[src/rtl/preamble_sfd_tx_pkg.sv]
// Shared Ethernet TX definitions: FSM state encoding, framing bytes and
// default lengths for the preamble/SFD inserter.
package preamble_sfd_tx_pkg;

    typedef enum logic [2:0] {
        IDLE,
        PREAMBLE,
        SFD,
        PAYLOAD,
        FCS,
        IFG
    } tx_state_t;

    localparam logic [7:0] PREAMBLE_BYTE = 8'h55;
    localparam logic [7:0] SFD_BYTE      = 8'hD5;

    localparam int unsigned PREAMBLE_LEN_DEFAULT = 7;
    localparam int unsigned IFG_LEN_DEFAULT      = 12;

    // One counter is shared by PREAMBLE and IFG, so both lengths must fit in it.
    localparam int unsigned CNT_W = 4;

endpackage

[src/rtl/preamble_sfd_tx_if.sv]
// Frame handshake and GMII pin bundle between the protocol arbiter/builders
// and the preamble/SFD inserter.
interface preamble_sfd_tx_if;

    logic        tx_req;
    logic        tx_ready;
    logic [7:0]  payload_data;
    logic        payload_done;
    logic [7:0]  fcs_data;
    logic        fcs_tx_done;
    logic        preamble_sfd_tx_done;
    logic [7:0]  gmii_txd;
    logic        gmii_tx_en;
    logic [15:0] tx_frame_cnt;

    modport master (
        output tx_req,
        output payload_data,
        output payload_done,
        output fcs_data,
        output fcs_tx_done,
        input  tx_ready,
        input  preamble_sfd_tx_done,
        input  gmii_txd,
        input  gmii_tx_en,
        input  tx_frame_cnt
    );

    modport slave (
        input  tx_req,
        input  payload_data,
        input  payload_done,
        input  fcs_data,
        input  fcs_tx_done,
        output tx_ready,
        output preamble_sfd_tx_done,
        output gmii_txd,
        output gmii_tx_en,
        output tx_frame_cnt
    );

endinterface

[src/rtl/preamble_sfd_tx.sv]
// Ethernet frame sequencer: prepends preamble + SFD, passes payload and FCS
// bytes through, then enforces the inter-frame gap. GMII pins are registered.
module preamble_sfd_tx
    import preamble_sfd_tx_pkg::*;
#(
    parameter int unsigned PREAMBLE_LEN = PREAMBLE_LEN_DEFAULT,
    parameter int unsigned IFG_LEN      = IFG_LEN_DEFAULT
) (
    input  logic              aclk,
    input  logic              aresetn,
    preamble_sfd_tx_if.slave  bus
);

    localparam logic [CNT_W-1:0] PRE_LAST = CNT_W'(PREAMBLE_LEN - 1);
    localparam logic [CNT_W-1:0] IFG_LAST = CNT_W'(IFG_LEN - 1);

    tx_state_t        state;
    logic [CNT_W-1:0] cnt;
    logic [15:0]      frame_cnt;
    logic [7:0]       txd_q;
    logic             tx_en_q;

    logic [7:0]       tx_byte;
    logic             active;

    always_comb begin
        tx_byte = 8'h00;
        active  = 1'b0;
        case (state)
            PREAMBLE: begin tx_byte = PREAMBLE_BYTE;    active = 1'b1; end
            SFD:      begin tx_byte = SFD_BYTE;         active = 1'b1; end
            PAYLOAD:  begin tx_byte = bus.payload_data; active = 1'b1; end
            FCS:      begin tx_byte = bus.fcs_data;     active = 1'b1; end
            default:  begin tx_byte = 8'h00;            active = 1'b0; end
        endcase
    end

    always_ff @(posedge aclk or negedge aresetn) begin
        if (!aresetn) begin
            state     <= IDLE;
            cnt       <= '0;
            frame_cnt <= '0;
            txd_q     <= '0;
            tx_en_q   <= 1'b0;
        end else begin
            txd_q   <= tx_byte;
            tx_en_q <= active;
            case (state)
                IDLE: begin
                    cnt <= '0;
                    if (bus.tx_req) state <= PREAMBLE;
                end
                PREAMBLE: begin
                    if (cnt == PRE_LAST) begin
                        cnt   <= '0;
                        state <= SFD;
                    end else begin
                        cnt <= cnt + 1'b1;
                    end
                end
                // payload_done is not looked at here, so PAYLOAD lasts at least one byte
                SFD: state <= PAYLOAD;
                PAYLOAD: begin
                    if (bus.payload_done) state <= FCS;
                end
                FCS: begin
                    if (bus.fcs_tx_done) begin
                        frame_cnt <= frame_cnt + 16'd1;
                        cnt       <= '0;
                        state     <= IFG;
                    end
                end
                IFG: begin
                    if (cnt == IFG_LAST) begin
                        cnt   <= '0;
                        state <= IDLE;
                    end else begin
                        cnt <= cnt + 1'b1;
                    end
                end
                default: begin
                    cnt   <= '0;
                    state <= IDLE;
                end
            endcase
        end
    end

    assign bus.tx_ready             = (state == IDLE);
    assign bus.preamble_sfd_tx_done = (state == SFD);
    assign bus.gmii_txd             = txd_q;
    assign bus.gmii_tx_en           = tx_en_q;
    assign bus.tx_frame_cnt         = frame_cnt;

endmodule

[src/flat_wrapper.sv]
// flat-port wrapper written by rule: the top's interface ports become plain ports
module preamble_sfd_tx_flat import preamble_sfd_tx_pkg::*;
#(
    parameter int unsigned PREAMBLE_LEN = PREAMBLE_LEN_DEFAULT,
    parameter int unsigned IFG_LEN      = IFG_LEN_DEFAULT
)
  (aclk, aresetn, bus_tx_req, bus_payload_data, bus_payload_done, bus_fcs_data, bus_fcs_tx_done, bus_tx_ready, bus_preamble_sfd_tx_done, bus_gmii_txd, bus_gmii_tx_en, bus_tx_frame_cnt);
  preamble_sfd_tx_if bus_i ();
  input  logic aclk;
  input  logic aresetn;
  input wire logic [$bits(bus_i.tx_req)-1:0] bus_tx_req;
  input wire logic [$bits(bus_i.payload_data)-1:0] bus_payload_data;
  input wire logic [$bits(bus_i.payload_done)-1:0] bus_payload_done;
  input wire logic [$bits(bus_i.fcs_data)-1:0] bus_fcs_data;
  input wire logic [$bits(bus_i.fcs_tx_done)-1:0] bus_fcs_tx_done;
  output wire logic [$bits(bus_i.tx_ready)-1:0] bus_tx_ready;
  output wire logic [$bits(bus_i.preamble_sfd_tx_done)-1:0] bus_preamble_sfd_tx_done;
  output wire logic [$bits(bus_i.gmii_txd)-1:0] bus_gmii_txd;
  output wire logic [$bits(bus_i.gmii_tx_en)-1:0] bus_gmii_tx_en;
  output wire logic [$bits(bus_i.tx_frame_cnt)-1:0] bus_tx_frame_cnt;
  assign bus_i.tx_req = bus_tx_req;
  assign bus_i.payload_data = bus_payload_data;
  assign bus_i.payload_done = bus_payload_done;
  assign bus_i.fcs_data = bus_fcs_data;
  assign bus_i.fcs_tx_done = bus_fcs_tx_done;
  assign bus_tx_ready = bus_i.tx_ready;
  assign bus_preamble_sfd_tx_done = bus_i.preamble_sfd_tx_done;
  assign bus_gmii_txd = bus_i.gmii_txd;
  assign bus_gmii_tx_en = bus_i.gmii_tx_en;
  assign bus_tx_frame_cnt = bus_i.tx_frame_cnt;
  preamble_sfd_tx #(.PREAMBLE_LEN(PREAMBLE_LEN), .IFG_LEN(IFG_LEN)) u_core (.aclk(aclk), .aresetn(aresetn), .bus(bus_i));
endmodule
[config.mk]
export PLATFORM = sky130hd
export DESIGN_NAME = preamble_sfd_tx_flat
export DESIGN_NICKNAME = d
export VERILOG_FILES = /design/src/rtl/preamble_sfd_tx_pkg.sv /design/src/rtl/preamble_sfd_tx_if.sv /design/src/rtl/preamble_sfd_tx.sv /design/src/flat_wrapper.sv
export SDC_FILE = /design/constraint.sdc
export NUM_CORES = 1
export LEC_CHECK = 0
export CORE_ASPECT_RATIO = 1.25
export CORE_UTILIZATION = 61
export DETAILED_ROUTE_END_ITERATION = 12
export DONT_BUFFER_PORTS = 1
export GPL_ROUTABILITY_DRIVEN = 0
export GPL_TIMING_DRIVEN = 0
export PLACE_DENSITY = 0.82
export SLEW_MARGIN = 20
export SYNTH_ARGS = -nofsm -noshare
export SYNTH_HDL_FRONTEND = slang
export SYNTH_SLANG_ARGS = --single-unit
[constraint.sdc]
create_clock -name aclk -period 3.15 [get_ports aclk]
set_input_delay 0.1575 -clock aclk [delete_from_list [all_inputs] [get_ports aclk]]
set_output_delay 0.1575 -clock aclk [all_outputs]
set_load 0.03 [all_outputs]
* After elaboration in Yosys (flattened, before gate mapping)
Index checks and enable logic that the tools add are counted.
** Word-level totals
- Register bits after elaboration :: 32
- Output and inout bits :: 27
- Logic and storage cells :: 38
** Operators by class
- $add $sub $neg :: 2
- Equal/unequal tests :: 12
- Multiplexer cells :: 12
- Bitwise gates (word level) :: 1
- Reduce and logical (&&, ||, !) cells :: 6
** Operators by type and width (count)
- $pmux W8 S4 :: 1
- $pmux W3 S6 :: 1
- $add A16 B1 Y16 const B :: 1
- $pmux W4 S4 :: 1
- $mux W3 :: 5
- $mux W4 :: 3
- $eq A3 B2 Y1 const B :: 2
- $eq A3 B3 Y1 const B :: 2
- $ne A2 B2 Y1 const B :: 3
- $reduce_and A5 Y1 :: 1
- $add A4 B1 Y4 const B :: 1
- $eq A4 B3 Y1 const B :: 1
- $eq A4 B4 Y1 const B :: 1
- $ne A2 B1 Y1 const B :: 2
- $reduce_and A2 Y1 :: 2
- $reduce_or A4 Y1 :: 1
- $eq A3 B1 Y1 const B :: 1
- $logic_not A3 Y1 :: 1
- $reduce_or A2 Y1 :: 1
- $mux W1 :: 1
- $not A1 Y1 :: 1

* Depth between registers and ports, before layout
Gate-level depths: netlist of run 1.
- Word-level depth :: 4
- Mapped depth :: 6
- Mapped depth without buffers :: 6

* Worst setup path before layout of run 1
No wires, ideal clock.
- Kind :: register to register
- Start point :: register u_core.state[0]
- End point :: register u_core.tx_en_q (netlist: u_core.bus.gmii_tx_en)
- Library setup time :: 0.160 ns
- Arrival :: 1.575 ns
- Required time :: 2.990 ns
- Setup slack :: 1.415 ns
- Cell stages (with the launch flop) :: 5
- Path buffers :: 2
- Clock period less this slack :: 1.735 ns
- Cell sequence :: dfrtp_1 buf_2 clkbuf_1 nor3_1 nor2_1
** Between the ends
- Cells in the longest elaborated chain, start to end :: 3
- Elaborated cells on any way between the ends :: 6
** RTL lines
- from (decl) :: line preamble_sfd_tx.sv:17 : tx_state_t state;
- from (signal assigned) :: line preamble_sfd_tx.sv:40 : state <= IDLE;
- from (signal assigned) :: line preamble_sfd_tx.sv:51 : if (bus.tx_req) state <= PREAMBLE;
- from (signal assigned) :: line preamble_sfd_tx.sv:56 : state <= SFD;
- $eq A3 B2 Y1 (tied with other cells) :: line preamble_sfd_tx.sv:29 : case (state)
- $reduce_or A4 Y1 (no source line) *
- $mux W1 * :: line preamble_sfd_tx.sv:29
- named net u_core.active :: line preamble_sfd_tx.sv:24 : logic active;
- to (signal assigned) :: line preamble_sfd_tx.sv:47 : tx_en_q <= active;
- to (decl) :: line preamble_sfd_tx.sv:21 : logic tx_en_q;
Mark *: on every way through the listed nets, which the timed path passes. The rest lies on a longest branch.
A chain may end at the register's enable or synchronous reset.

* Worst setup path in the final report of run 1
- Start point :: register u_core.state[0]
- End point :: output port bus_tx_ready
** Between the ends
- Cells in the longest elaborated chain, start to end :: 1
** RTL lines
- $logic_not A3 Y1 :: line preamble_sfd_tx.sv:89 : assign bus.tx_ready = (state == IDLE);
- to (decl) :: line flat_wrapper.sv:16 : output wire logic [$bits(bus_i.tx_ready)-1:0] bus_tx_ready;
No other way between the ends.

==> results of run 1 <==
==> worst max path at each step <==
stage / start / end / slack [ns] / depth (start not counted)
6_report: u_core.state[0]$_DFFE_PN0P_ / bus_tx_ready / 0.97 / 3
5_1_grt: u_core.state[0]$_DFFE_PN0P_ / bus_tx_ready / 0.86 / 3
4_1_cts: u_core.state[0]$_DFFE_PN0P_ / bus_tx_ready / 0.99 / 3
3_5_place_dp: u_core.state[0]$_DFFE_PN0P_ / u_core.bus.gmii_tx_en$_DFF_PN0_ / 1.26 / 4
3_3_place_gp: u_core.state[0]$_DFFE_PN0P_ / u_core.bus.gmii_tx_en$_DFF_PN0_ / 1.28 / 4
2_1_floorplan: u_core.state[0]$_DFFE_PN0P_ / u_core.bus.gmii_tx_en$_DFF_PN0_ / 1.41 / 4
==> layout by cell type, fill, tap and decap left out, drive strengths merged, types with 3 or more instances in the layout <==
| cell | n |
|---|---|
| nand3 | 9 |
| xnor2 | 8 |
| dfrtp | 32 |
| buf | 5 |
| nand2b | 4 |
| nor2 | 7 |
| nand2 | 15 |
| a22o | 4 |
| dlygate4sd3 | 13 |
| xor2 | 8 |
| clkbuf | 11 |
| a21oi | 7 |
| ha | 3 |
| nand4 | 3 |
| nor3 | 4 |
| o21ai | 8 |
==> state kept, by name, indices dropped and copies added (netlist names) <==
signal / count
u_core.cnt: 4
u_core.bus.tx_frame_cnt: 16
u_core.state: 3
u_core.bus.gmii_txd: 8
u_core.bus.gmii_tx_en: 1
==> through the flow <==
step	std cells	area [µm²]	total power (W)	setup WS, ns
CTS	200	1826	0.001388	0.9856
floorplan	145	1575	0.001026	1.415
global placement	178	1617	0.001090	1.279
detailed placement	178	1617	0.001106	1.260
global route	200	1826	0.001482	0.8603
finish	200	1826	0.001397	0.9738
==> metal layers <==
layer,up-vias,routed length (µm)
met3,10,183
li1,549,-
met1,592,1257
met5,-,0
met4,0,89
met2,44,1734
==> power by group <==
group / internal, W / leakage (nW) / switching, W / total (W)
Clock: 0.000110 / 0.0326 / 0.000138 / 0.000248
Combinational: 0.000188 / 0.389 / 0.000257 / 0.000445
Sequential: 0.000503 / 0.425 / 0.000200 / 0.000704
==> critical path: stages, from the launching register on <==
cell and delay, ns:
dfrtp_1 0.42, buf_2 0.20, clkbuf_1 0.23, nor3_1 0.83
==> area by class of cell <==
cell class | count | area [µm²] | area share [%]
sequential | 32 | 800.8 | 43.87
multi-input combinational | 105 | 726.9 | 39.82
tap | 33 | 41.29 | 2.262
inverter | 1 | 3.754 | 0.2056
buffer | 7 | 43.79 | 2.399
timing repair buffer | 14 | 150.1 | 8.225
clock buffer | 8 | 58.81 | 3.221
==> cells by family (layout without fill, tap and decap cells) <==
family | count (synthesis) | count (layout)
buf+inv | 8 | 30
mux | 2 | 2
fa+ha+maj | 3 | 3
compound gates | 24 | 24
xor+xnor | 16 | 16
flops | 32 | 32
simple gates | 60 | 60
==> metrics.md, run 1 <==
| Metric | Value |
|---|---|
| Die height | 58.82 µm |
| Starting density of the core | 64.90% |
| Synth unique cells | 40 |
| Max Fclk | 0.4595 GHz |
| Tot GR Track Use | 26.87% |
| Worst Hold Launch | bus_fcs_tx_done |
| TritonRoute pass-1 iters | 6 |
| Dominant synthesized flop cell | dfrtp_1 |
| DRT antenna net count | 0 |
| Largest net degree at the start of global routing | 33 |
| Critical Path Start Type | register |
| Synthesis-to-finish area growth | 15.89% |
| Worst hold path depth | 2 |
| Final min period | 2.176 ns |
| Hold Fails Final Rpt | 0 |
| Hold crit path type | in2reg |
| Min Hold Slack | 0.01224 ns |
| Mapped Nets | 169 |
| Number of flops mapped to enable cells by yosys | 0 |
| Hold endpoint | u_core.bus.tx_frame_cnt[0]$_DFFE_PN0P_ |
| Outcome | completed |
| Initial antenna violation count | 0 |
| Global-route met1 utilization | 29.10% |
| N_diodes | 0 |
| Total CTS buffers | 5 |
| Data required time of the worst path | around 3 ns |
| Unrepaired setup endpoints after global routing | false |
| Post-Syn Area | 1575 µm² |
| Slew headroom | about a third |
| Core area | 2427 µm² |
| Adder-cell share of the synthesized area | 2.383% |
| Buffers on Ports | 0 |
| Syn avg cell area | roughly 11 µm² |
| Synth async-reset ratio | 100.0% |
| Routed len/inst | around 16 µm |
| Sequential element share of the synthesized area | 50.83% |
| Total grt overflow | 0 |
| Die area | 2791 µm² |
| Met2 Use GR | between 40 and 50% |
| Worst-Margin Slew | between 0.9 and 1 ns |
| Layout Nets | between 150 and 200 |
| Drt total wl | 3264 µm |
| Chip width | between 40 and 50 µm |
| DR DRC count | 0 |
| Row count | 20 |
| Drt first-iter violations | 22 |
| Yosys top cell by area | dfrtp_1 |
| Setup Fix Bufs, Post-CTS | 0 |
| Total number of vias | 1,195 |
| Max-Cap Viols | 0 |
| Post-CTS sizing | 0 |
| Crit end category | primary output |
| WP data arrival | between 2 and 2.5 ns |
| R2R cell count | 4 |
| Setup TNS | 0 ns |
| First-pass GRT wire length | ~5100 µm |
| R2r setup slk | 1.11 ns |
| Met3 usage | 8.896% |
| H-tree Lvls | 2 |
| Vias in the first global route | 1,139 |
| CTS tree | done |
| XOR/XNOR Fraction of Synth Area | 8.896% |
| Hold-fix buffers at CTS | 14 |
| FF-to-FF Start | u_core.state[0]$_DFFE_PN0P_ |
| Simple logic cell fraction of the synthesized area | 23.91% |
| Mapped Cells | 145 |
| Synth cell count leaders | dfrtp_1 (32), nand2_1 (15), nand3_1 (9) |
| Synthesis Warnings | 0 |
| CP Class | reg2out |
| Clock slew at reported path FFs | about 0.1 ns |
| #FFs+latches synth | 32 |
| Synth Area in Compound Gates | 9.531% |
| Vias per cell | about 6 |
| Most frequent cell after synthesis | dfrtp_1 |
| Largest family of logic cells by synthesized area | simple AND/OR/NAND/NOR gates |
| I/O pin total | 48 |
| Root Driver | clkbuf_4 |
| Critical Path Fanout Max | 10 |
| Final Cycle Share | 69.09% |
| Multiplexer share of the synthesized area | around 1.4% |
| Maximum VDD drop | between 500 and 600 µV |
| Max clock buf depth | 2 |
| Final setup viols | 0 |
| Largest cells by area after synthesis | dfrtp_1 (51%), xnor2_1 (4.4%), xor2_1 (4.4%) |
| Most Crowded Layer GR | met2 |
| Clock skew | 0.01036 ns |
| Fin util | between 70% and 80% |
| Static Leak | about 0.85 nW |
| Number of fill cells | 169 |
| Max-slew violations | 0 |
| Post-DP HPWL | roughly 2100 µm |
| Fraction of layout cells with a size suffix above 1 | 10.78% |
| Clk Latency, worst-skew pair | 0.34 ns |
| Area share of the largest cell type after synthesis | 50.83% |
| Reg2reg end | u_core.bus.gmii_txd[5]$_DFF_PN0_ |
| Clock Sink Count | 32 |
| Pwr/cell area | roughly 770 nW/µm² |
No activity file was read; power rests on OpenSTA's default activity.
==> run 2, diff against run 1 <==
clock period = 2.17 ns   (was 3.15 ns; I/O delays follow)
==> run 2 against run 1 <==
Net effect:
- routed wire length grew 1.0%
- clock power rose by 46%
- clock skew fell by 0.0014 ns
- core utilization up 1.0 points
- die area unchanged
- sequential share of layout area is 0.59 points lower
- non-clock buffer count rose by 2
- sequential power grew 45%
- critical endpoint is now u_core.bus.gmii_txd[5]$_DFF_PN0_
==> metrics.md, run 2 (same netlist as run 1, synthesis figures left out) <==
| Metric | Value |
|---|---|
| Outcome | completed |
| Worst hold path depth | 3 |
| Vias in the first global route | 1,154 |
| FF-to-FF Start | u_core.state[0]$_DFFE_PN0P_ |
| R2r setup slk | 0.14 ns |
| Root Driver | clkbuf_4 |
| Slew headroom | around three fifths |
| Layout Nets | 192 |
| Final min period | just over 2 ns |
| Max-Cap Viols | 0 |
| Post-DP HPWL | approximately 2100 µm |
| N_diodes | 0 |
| Layout Cells excl Fill | 202 |
| Routed len/inst | 16.33 µm |
| Min Hold Slack | 0.06770 ns |
| Data required time of the worst path | ~2.5 ns |
| Max-slew violations | 0 |
| Hold Fails Final Rpt | 0 |
| Clock Sink Count | 32 |
| Hold crit path type | in2reg |
| First-pass GRT wire length | between 5000 and 6000 µm |
| Drt first-iter violations | 22 |
| Die height | between 50 and 60 µm |
| Die area | 2791 µm² |
| Max Fclk | 0.4933 GHz |
| Tot GR Track Use | 27.43% |
| R2R cell count | 4 |
| Worst-Margin Slew | 0.6129 ns |
| Final setup viols | 0 |
| DR DRC count | 0 |
| Vias per cell | about 6 |
| Largest net degree at the start of global routing | 33 |
| Crit end category | register |
| Total number of vias | 1,208 |
| Starting density of the core | between 60% and 70% |
| Max clock buf depth | 2 |
| Clk Latency, worst-skew pair | 0.34 ns |
| Total CTS buffers | 5 |
| Setup TNS | 0 ns |
| TritonRoute pass-1 iters | 4 |
| Initial antenna violation count | 0 |
| Clock slew at reported path FFs | 0.10 ns |
| Hold endpoint | u_core.bus.gmii_txd[6]$_DFF_PN0_ |
| Post-Place Cells | 178 |
| Most frequent cells in the layout | dfrtp_1 (32), nand2_1 (15), dlygate4sd3_1 (15) |
| Critical Path Fanout Max | 10 |
| Final Cycle Share | 93.42% |
| CP Class | reg2reg |
| Fraction of layout cells with a size suffix above 1 | 11.24% |
| Row count | 20 |
| Core area | 2427 µm² |
| Static Leak | 0.8578 nW |
| Drt total wl | 3298 µm |
| Tot Pwr | 0.002053 W |
| Synthesis-to-finish area growth | 17.47% |
| DRT antenna net count | 0 |
| WP data arrival | 2.31 ns |
| Unrepaired setup endpoints after global routing | false |
| Pwr/cell area | around 1100 nW/µm² |
| Largest register FFs | 16 |
| Chip width | between 40 and 50 µm |
| Most common cell after layout, fill and taps aside | dfrtp_1 |
| Setup Fix Bufs, Post-CTS | 0 |
| H-tree Lvls | 2 |
| Worst Hold Launch | bus_payload_data[6] |
| Crit path launch | u_core.state[0]$_DFFE_PN0P_ |
| CTS tree | done |
| Clock skew | ~0.0089 ns |
| Maximum VDD drop | 897.6 µV |
| Critical Path Start Type | register |
| I/O pin total | 48 |
| Reg2reg end | u_core.bus.gmii_txd[5]$_DFF_PN0_ |
| Buffers on Ports | 0 |
| Total grt overflow | 0 |
==> run 2: what timing repair did <==
item                       in CTS  in global routing
hold endpoints to repair       43                  0
hold buffers                   16                  0
gates resized for setup         0                  1
setup endpoints to repair       0                  1
==> run 2: metrics by stage <==
step	cell area, µm²	util, %	setup WS [ns]
floorplan	1575	-	0.4349
global placement	1617	66.60	0.2990
detailed placement	1617	66.60	0.2799
CTS	1846	76.03	0.05455
global route	1851	76.24	0.02544
finish	1851	76.24	0.1429
==> run 2: final cells by class <==
type / count / area, µm²
Sequential cell: 32 / 800.8
Multi-Input combinational cell: 105 / 732.0
Fill cell: 170 / 576.8
Timing Repair Buffer: 16 / 170.2
Clock buffer: 8 / 58.81
Buffer: 7 / 43.79
Tap cell: 33 / 41.29
Inverter: 1 / 3.754
==> run 2: worst max-delay path by stage <==
stage               depth (start not counted)                               end  slack (ns)
floorplan                                   4   u_core.bus.gmii_tx_en$_DFF_PN0_        0.43
global route                                6  u_core.bus.gmii_txd[3]$_DFF_PN0_        0.03
finish                                      4  u_core.bus.gmii_txd[5]$_DFF_PN0_        0.14
global placement                            4   u_core.bus.gmii_tx_en$_DFF_PN0_        0.30
detailed placement                          4   u_core.bus.gmii_tx_en$_DFF_PN0_        0.28
CTS                                         3                      bus_tx_ready        0.05
==> run 2: power by group <==
group | internal, W | switching, W
sequential | 0.000731 | 0.000294
clock | 0.000160 | 0.000202
combinational | 0.000288 | 0.000379
total | 0.00118 | 0.000874
==> run 2: critical path: stages, from the launching register on <==
cell	delay, ns
dfrtp_1	0.42
buf_2	0.20
nor3b_2	0.55
a22o_1	0.25
dlygate4sd3_1	0.54
==> run 2: routing by layer <==
metal  up-vias  track usage [%]  wire length (µm)
met1       597            29.51              1216
li1        554                -                 -
met3         9            8.896               219
met2        48            45.60              1762
met5         -                0                 0
met4         0            15.10                99
